===== src/rtl/csr_fifo_param.sv =====
// rtl/csr_fifo_param.sv - CSR-fed parametrised transmit FIFO with status, watermark and flush
// Optional FIFO_IRQ_EN adds irq_o plus STATUS[27] enable / STATUS[26] pending.
module csr_fifo_param #(
    parameter int          WIDTH    = 8,
    parameter int          DEPTH    = 16,
    parameter logic [11:0] CSR_BASE = 12'h800
) (
    input  logic             clk_i,
    input  logic             reset_i,
    input  logic             csr_enable,
    input  logic [11:0]      csr_addr,
    input  logic [1:0]       csr_op,
    input  logic [31:0]      rs1_data,
    output logic [31:0]      csr_data_out,
    input  logic             next,
    output logic [WIDTH-1:0] data,
    output logic             have_next,
`ifdef FIFO_IRQ_EN
    output logic             irq_o,
`endif
    output logic             watermark
);
    localparam int CW = $clog2(DEPTH) + 1;
    localparam int AW = $clog2(DEPTH);

    logic [WIDTH-1:0] r_mem [DEPTH];
    logic [AW-1:0]    r_rd_ptr, r_wr_ptr;
    logic [CW-1:0]    r_count, r_thresh;
    logic             r_overflow, r_watermark;
    logic             r_irq_en, r_irq_pend;

    logic             w_strobe, w_sel_data, w_sel_status, w_sel_thresh;
    logic             w_empty, w_full, w_push_req, w_push, w_pop, w_drop, w_flush;
    logic             w_st_wr, w_irq_set;
    logic [31:0]      w_status_rd;
    logic [3:0]       w_st_old, w_st_new;
    logic [CW-1:0]    w_thresh_new, w_thresh_nxt, w_count_nxt;
    logic             w_wm_nxt;

    assign w_strobe     = csr_enable && (csr_op != 2'b00);
    assign w_sel_data   = csr_enable && (csr_addr == CSR_BASE);
    assign w_sel_status = csr_enable && (csr_addr == CSR_BASE + 12'd1);
    assign w_sel_thresh = csr_enable && (csr_addr == CSR_BASE + 12'd2);
    assign w_empty      = (r_count == '0);
    assign w_full       = (r_count == CW'(DEPTH));

`ifdef FIFO_IRQ_EN
    assign w_st_old = {r_overflow, 1'b0, r_irq_en, r_irq_pend};
`else
    assign w_st_old = {r_overflow, 3'b000};
`endif

    // Only STATUS bits 29..26 are writable; bit 28 always reads back as 0.
    always_comb begin
        w_st_new     = w_st_old;
        w_thresh_new = r_thresh;
        case (csr_op)
            2'b01: begin
                w_st_new     = rs1_data[29:26];
                w_thresh_new = rs1_data[CW-1:0];
            end
            2'b10: begin
                w_st_new     = w_st_old | rs1_data[29:26];
                w_thresh_new = r_thresh | rs1_data[CW-1:0];
            end
            2'b11: begin
                w_st_new     = w_st_old & ~rs1_data[29:26];
                w_thresh_new = r_thresh & ~rs1_data[CW-1:0];
            end
            default: ;
        endcase
    end

    always_comb begin
        w_status_rd         = '0;
        w_status_rd[CW-1:0] = r_count;
        w_status_rd[29]     = r_overflow;
        w_status_rd[30]     = w_full;
        w_status_rd[31]     = w_empty;
`ifdef FIFO_IRQ_EN
        w_status_rd[27]     = r_irq_en;
        w_status_rd[26]     = r_irq_pend;
`endif
    end

    always_comb begin
        csr_data_out = '0;
        if (w_sel_status)
            csr_data_out = w_status_rd;
        else if (w_sel_thresh)
            csr_data_out = {{(32-CW){1'b0}}, r_thresh};
    end

    assign w_st_wr      = w_strobe && w_sel_status;
    assign w_flush      = w_st_wr && w_st_new[2];
    assign w_push_req   = w_strobe && w_sel_data;
    assign w_pop        = next && !w_empty && !w_flush;
    assign w_push       = w_push_req && (!w_full || w_pop);
    assign w_drop       = w_push_req && w_full && !w_pop;
    assign w_count_nxt  = w_flush ? '0 :
                          r_count + CW'(w_push) - CW'(w_pop);
    assign w_thresh_nxt = (w_strobe && w_sel_thresh) ? w_thresh_new : r_thresh;
    assign w_wm_nxt     = (w_count_nxt >= w_thresh_nxt);
    assign w_irq_set    = (w_push && !w_pop && (r_count < r_thresh) && (w_count_nxt >= r_thresh))
                          || w_drop;

    always_ff @(posedge clk_i or posedge reset_i) begin
        if (reset_i) begin
            r_rd_ptr    <= '0;
            r_wr_ptr    <= '0;
            r_count     <= '0;
            r_thresh    <= CW'(DEPTH / 2);
            r_overflow  <= 1'b0;
            r_watermark <= 1'b0;
        end else begin
            if (w_flush) begin
                r_rd_ptr <= '0;
                r_wr_ptr <= '0;
            end else begin
                if (w_pop)  r_rd_ptr <= r_rd_ptr + AW'(1);
                if (w_push) r_wr_ptr <= r_wr_ptr + AW'(1);
            end
            r_count     <= w_count_nxt;
            r_thresh    <= w_thresh_nxt;
            r_watermark <= w_wm_nxt;
            if (w_st_wr && !w_st_new[3])
                r_overflow <= 1'b0;
            else if (w_drop)
                r_overflow <= 1'b1;
        end
    end

    // Storage is deliberately not reset; data is gated to 0 while empty.
    always_ff @(posedge clk_i) begin
        if (w_push)
            r_mem[r_wr_ptr] <= rs1_data[WIDTH-1:0];
    end

`ifdef FIFO_IRQ_EN
    logic w_en_nxt, w_pend_nxt, r_irq;

    assign w_en_nxt   = w_st_wr ? w_st_new[1] : r_irq_en;
    assign w_pend_nxt = w_irq_set ? 1'b1 : ((w_st_wr && !w_st_new[0]) ? 1'b0 : r_irq_pend);

    always_ff @(posedge clk_i or posedge reset_i) begin
        if (reset_i) begin
            r_irq_en   <= 1'b0;
            r_irq_pend <= 1'b0;
            r_irq      <= 1'b0;
        end else begin
            r_irq_en   <= w_en_nxt;
            r_irq_pend <= w_pend_nxt;
            r_irq      <= w_en_nxt && w_pend_nxt;
        end
    end
    assign irq_o = r_irq;
`else
    assign r_irq_en   = 1'b0;
    assign r_irq_pend = 1'b0;
`endif

    assign have_next = !w_empty;
    assign data      = w_empty ? '0 : r_mem[r_rd_ptr];
    assign watermark = r_watermark;
endmodule


===== config.mk =====
export PLATFORM = sky130hd
export DESIGN_NAME = csr_fifo_param
export DESIGN_NICKNAME = d
export VERILOG_FILES = /design/src/rtl/csr_fifo_param.sv
export SDC_FILE = /design/constraint.sdc
export NUM_CORES = 1
export LEC_CHECK = 0
export CORE_MARGIN = 2
export CORE_UTILIZATION = 50
export CTS_CLUSTER_DIAMETER = 100
export DETAILED_ROUTE_END_ITERATION = 12
export GPL_TIMING_DRIVEN = 0
export PLACE_DENSITY = 0.74
export REMOVE_ABC_BUFFERS = 1
export SYNTH_ARGS = -nofsm -noshare
export SYNTH_HDL_FRONTEND = slang
export SYNTH_SLANG_ARGS = --single-unit

===== constraint.sdc =====
create_clock -name clk_i -period 8.6 [get_ports clk_i]
set_clock_uncertainty 0.15 [all_clocks]
set_input_delay 0.86 -clock clk_i [delete_from_list [all_inputs] [get_ports clk_i]]
set_output_delay 0.86 -clock clk_i [all_outputs]
set_load 0.01 [all_outputs]

Word level (Yosys, flattened, before mapping) --
Memories as Yosys holds them, arrays and structs flattened. Index checks and enable logic that the tools add are counted.
Storage, ports and cells: register bits 20, RAM bits 128, input port bits 50, output and inout bits 42, word-level logic and storage cells 65, memories 1
Memory list:
- r_mem | words 16, bits a word 8, read ports 1, clocked after Yosys merged registers in 0, wr ports 1, RTL line 26 | logic [WIDTH-1:0] r_mem [DEPTH];
Operators by class: add/subtract/negate cells 4, $lt $le $gt $ge 1, equal/unequal tests 7, muxes and demuxes 15, bitwise logic cells 6, reductions and logical operators 25
Operators by type and width (number):
- 12-bit == test, second input constant | 3
- 32-bit two-way mux | 1
- 4-bit two-way mux | 4
- 5-bit two-way mux | 3
- 5-bit case mux with 3 select lines | 1
- 1-bit logical AND | 14
- 4-bit case mux with 3 select lines | 1
- 4-bit by 1-bit adder with 4-bit output, second input constant | 2
- 8-bit two-way mux | 1
- 2-bit nonzero test | 4
- 5-bit by 1-bit adder with 5-bit output | 1
- 5-bit bitwise AND | 1
- 5-bit == test, second input constant | 1
- 5-bit >= comparator | 1
- 1-bit logical NOT | 5
- 5-bit logical NOT | 1
- 5-bit inverter | 1
- 5-bit OR | 1
- 5-bit by 1-bit subtractor with 5-bit output | 1
- 4-bit bitwise AND | 1
- 2-bit == test, second input constant | 2
- 1-bit two-way mux | 4
- 4-bit inverter | 1
- 4-bit OR | 1
- 2 further kinds | 2

Longest topological paths before layout --
word-level depth 12, depth in mapped cells 19, mapped depth without buffers 19

Worst setup path after synthesis --
No wires, ideal clock.
path kind input-to-reg, start point in csr_addr[5], end point reg r_watermark, in the netlist watermark, data arrival time 3.740 ns, required time 8.324 ns, slack 4.584 ns, cell stages on the path 18, cell sequence or4_4 buf_6 nor2_1 and4_1 inv_2 ha_1 inv_1 ha_1 inv_1 fa_1 inv_1 a21oi_1 nor2_1 or3_1 a21oi_1 ha_1 nor2_1 a21oi_1
On the way: cells in the longest elaborated chain, start to end 12, elaborated cells between the ends (all ways) 19, those cells by class add/sub (2); order compare (1); eq/ne (3); mux (2); reduce/logical (11)
RTL lines:
- start: declaration | RTL line 11 | input logic [11:0] csr_addr,
- 12-bit == test | RTL line 42 | assign w_sel_status = csr_enable && (csr_addr == CSR_BASE + 12'd1);
- 1-bit logical AND | RTL line 42
- 1-bit logical AND | RTL line 94 | assign w_st_wr = w_strobe && w_sel_status;
- 1-bit logical AND | RTL line 95 | assign w_flush = w_st_wr && w_st_new[2];
- 1-bit logical NOT | RTL line 97 | assign w_pop = next && !w_empty && !w_flush;
- 1-bit logical AND | RTL line 97
- 1-bit logical OR | RTL line 98 | assign w_push = w_push_req && (!w_full || w_pop);
- 1-bit logical AND | RTL line 98
- 5-bit by 1-bit adder with 5-bit output | RTL line 101 | r_count + CW'(w_push) - CW'(w_pop);
- 5-bit by 1-bit subtractor with 5-bit output | RTL line 101
- 5-bit two-way mux * | RTL line 100 | assign w_count_nxt = w_flush ? '0 :
- net w_count_nxt[4] | RTL line 37 | logic [CW-1:0] w_thresh_new, w_thresh_nxt, w_count_nxt;
- 5-bit >= comparator * | RTL line 103 | assign w_wm_nxt = (w_count_nxt >= w_thresh_nxt);
- net w_wm_nxt | RTL line 38 | logic w_wm_nxt;
- end signal: assignment | RTL line 125 | r_watermark <= w_wm_nxt;
- end: declaration | RTL line 29 | logic r_overflow, r_watermark;
Mark *: on every way through the listed nets, which the timed path passes. The rest lies on a longest branch. A chain may end at the register's enable or synchronous reset.

Worst setup path after layout --
start point in csr_addr[1], end point reg r_watermark, in the netlist watermark
Same word-level chain as after synthesis.

==> results_dict.tcl <==
set metrics [dict create \
    status "completed" \
    final_util_pct 59.66 \
    total_leakage_power_uw 0.002753 \
    fin_ws_ns 4.178 \
    n_antenna_cell 0 \
    rows 42 \
    min_path_cells 2 \
    grt_start_max_net_pins 36 \
    synth_top_flop_cell "edfxtp_1" \
    cts_hold_buf 0 \
    first_global_vias 3767 \
    cts_resized 0 \
    worstSetupPathType "primary input to flip-flop" \
    endpoint_kind "flip-flop" \
    die_h_um 119.7 \
    num_vias 3550 \
    areaGrowthSynthToFinish_pct 17.19 \
    syn_area_um2 6688 \
    final_antenna_net_count 0 \
    nets 527 \
    synth_seq_cells 148 \
    cts_tree "built" \
    clkSinkCount 148 \
    rsz0062_at_grt "no" \
    r2r_start "r_count[3]" \
    crit_slowest_cell "or4_4" \
    cts_buffers 17 \
    critical_path_required_ns 8.74 \
    overflow 0 \
    core_region_area_um2 13140 \
    ir_drop_mv 0.1441 \
    maxSlewViolCount 0 \
    fp.dieW_um 119.7 \
    antenna_found_initial 0 \
    wire_per_inst_um 19.83 \
    crit_fanout 7 \
    timing.fmax_mhz 226.1 \
    reg2reg_slack_ns 4.60 \
    crit_path_cell_trace "clkdlybuf4s50_1 > or4_4 > nor2_2 > and4_1 > inv_2 > ha_1 > inv_1 > ha_1 > inv_1 > fa_1 > inv_1 > a21oi_1 > nor2_1 > or3_1 > a21oi_1 > ha_1 > nor2_1 > a21oi_1" \
    whs_endpoint "r_thresh[1]" \
    arrival_ns 4.57 \
    port_buffers 45 \
    post-place-cells 617 \
    initial_core_util_pct 50.90 \
    rr_worst_depth 18 \
    setup_viol 0 \
    gp_congestion 0.7872 \
    p_per_area_nw_per_um2 292.3 \
    dp_slack_ns 3.786 \
    dieArea_um2 14320 \
    seq_area_frac_synth_pct 64.98 \
    cap_violations 0 \
    finalCritPeriodShare_pct 51.42 \
    cts.htree.levels 4 \
    cts_root_buf "clkbuf_16" \
    holdWs_ns 0.3961 \
    drive_gt1_share_pct 16.49 \
    avgSynthCellArea_um2 16.19 \
    worstHoldStart "r_thresh[1]" \
    first_pass_iters 4 \
    netlist-cell-type-count 48 \
    vias_per_cell 5.470 \
    post_cts_buffers 0 \
    drt_drc_violations_left 0 \
    grt_pass1_wl_mm 20.47 \
    crit_path_start_kind "primary input" \
    finalHoldViolCount 0 \
    synth_edf_count 128 \
    grt.total_usage_pct 19.27 \
    dp_hpwl_mm 8.256 \
    fin_crit_ns 4.422 \
    drt_iter0_drc 239 \
    ys_async_sr_fraction_pct 13.51 \
    cts_max_path_buffers 2 \
    clk_pin_slew_ns 0.06 \
    slew-limit-headroom_pct 25.23 \
    io_pins 92 \
    worst-slew-pin-transition_ns 1.122 \
    hp-class "flip-flop to flip-flop" \
    final_cells 649 \
    drt-total-wl_mm 12.87 \
    syn_inst 413 \
    r2r-end "watermark" \
    ys_warn_count 0 \
    clock_latency_ns 0.41 \
    slowest_delay_ns 0.58 \
    fin_setup_tns_ns 0 \
]
[cell usage after synthesis (all sizes together) (2+ instances only)]
cell type | instances | area share (%)
edfxtp | 128 | 57
buf | 33 | 3.4
mux4 | 32 | 11
nor2 | 25 | 1.4
dfrtp | 19 | 7.1
mux2i | 18 | 2.7
ha | 16 | 3.0
and2 | 15 | 1.4
inv | 15 | 0.84
a21oi | 12 | 0.90
nand2 | 10 | 0.56
o22ai | 10 | 0.94
xor2 | 10 | 1.3
clkbuf | 8 | 0.45
o21ai | 8 | 0.60
and4 | 7 | 0.92
nand3 | 6 | 0.45
or2 | 6 | 0.56
nor4 | 4 | 0.82
nand4 | 3 | 0.28
xnor2 | 3 | 0.39
a22o | 2 | 0.26
nand2b | 2 | 0.19
nand4bb | 2 | 0.41
nor3 | 2 | 0.15
nor3b | 2 | 0.37
or3 | 2 | 0.19
or4 | 2 | 0.34
or4b | 2 | 0.36
[state kept, by name, summed over array words and instances, names as in the netlist]
| signal | count |
|---|---|
| r_count | 5 |
| r_mem | 128 |
| r_overflow | 1 |
| r_rd_ptr | 4 |
| r_thresh | 5 |
| r_wr_ptr | 4 |
| watermark | 1 |
[cells by family after synthesis]
logic type	Yosys count	share of synthesized area, %
flip-flops	148	64.98
AO/OA/AOI/OAI	36	3.125
AND/OR/NAND/NOR	92	8.662
multiplexers	50	13.47
XOR/XNOR	13	1.703
other	1	0.05607
adder cells (fa/ha/maj)	17	3.293
buffers and inverters	56	4.715
[how the worst max path moves through the flow]
stage / cells past startpoint / from / to
after global routing: 18 / csr_addr[1] / watermark
after CTS: 18 / csr_addr[1] / watermark
final: 18 / csr_addr[1] / watermark
after detailed placement: 18 / csr_addr[1] / watermark
after global placement: 18 / csr_addr[1] / watermark
after floorplan: 17 / csr_addr[1] / watermark
[through the flow]
stage / power (uW) / area [um2]
after floorplan: 1316 / 6515
after global placement: 1534 / 7186
after detailed placement: 1556 / 7208
after CTS: 2309 / 7838
after global routing: 2407 / 7838
final: 2291 / 7838
[layer usage]
layer	GRT usage (%)	up-vias	routed length, um
li1	-	1635	-
met1	25.08	1796	5427
met2	31.75	104	6651
met3	5.276	15	632
met4	6.103	0	156
met5	0	-	0
[critical path: cells and delay by family]
kind	cells	cell delay, ns
AO/OA/AOI/OAI	3	0.41
adder cells (fa/ha/maj)	4	0.95
buffers and inverters	5	0.72
AND/OR/NAND/NOR	6	1.62
[report_power, final]
group	internal, uW	switching [uW]
clock network	481	272
logic	354	285
registers	808	89.6
[area by class of cell]
| class | instances | area (um2) |
|---|---|---|
| fill | 1013 | 5300 |
| clock buffer | 28 | 604.3 |
| multi-input combinational | 232 | 2113 |
| timing repair buffer | 46 | 470.5 |
| sequential | 148 | 4348 |
| clock inverter | 4 | 25.02 |
| tap | 176 | 220.2 |
| inverter | 15 | 56.30 |
[placed cells by master (no fill, tap or decap), types with 3 or more instances in the layout]
cell type / count
or2_1: 4
mux2i_1: 18
o21ai_0: 8
clkbuf_1: 4
inv_1: 14
xnor2_1: 3
nand2_1: 10
clkdlybuf4s50_1: 45
dfrtp_1: 17
conb_1: 24
and4_1: 7
nand3_1: 6
edfxtp_1: 128
nand4_1: 3
o22ai_1: 10
ha_1: 16
xor2_1: 10
and2_1: 14
nor2_1: 24
a21oi_1: 12
clkbuf_16: 23
mux4_2: 32
No activity file was read; power rests on OpenSTA's default activity.
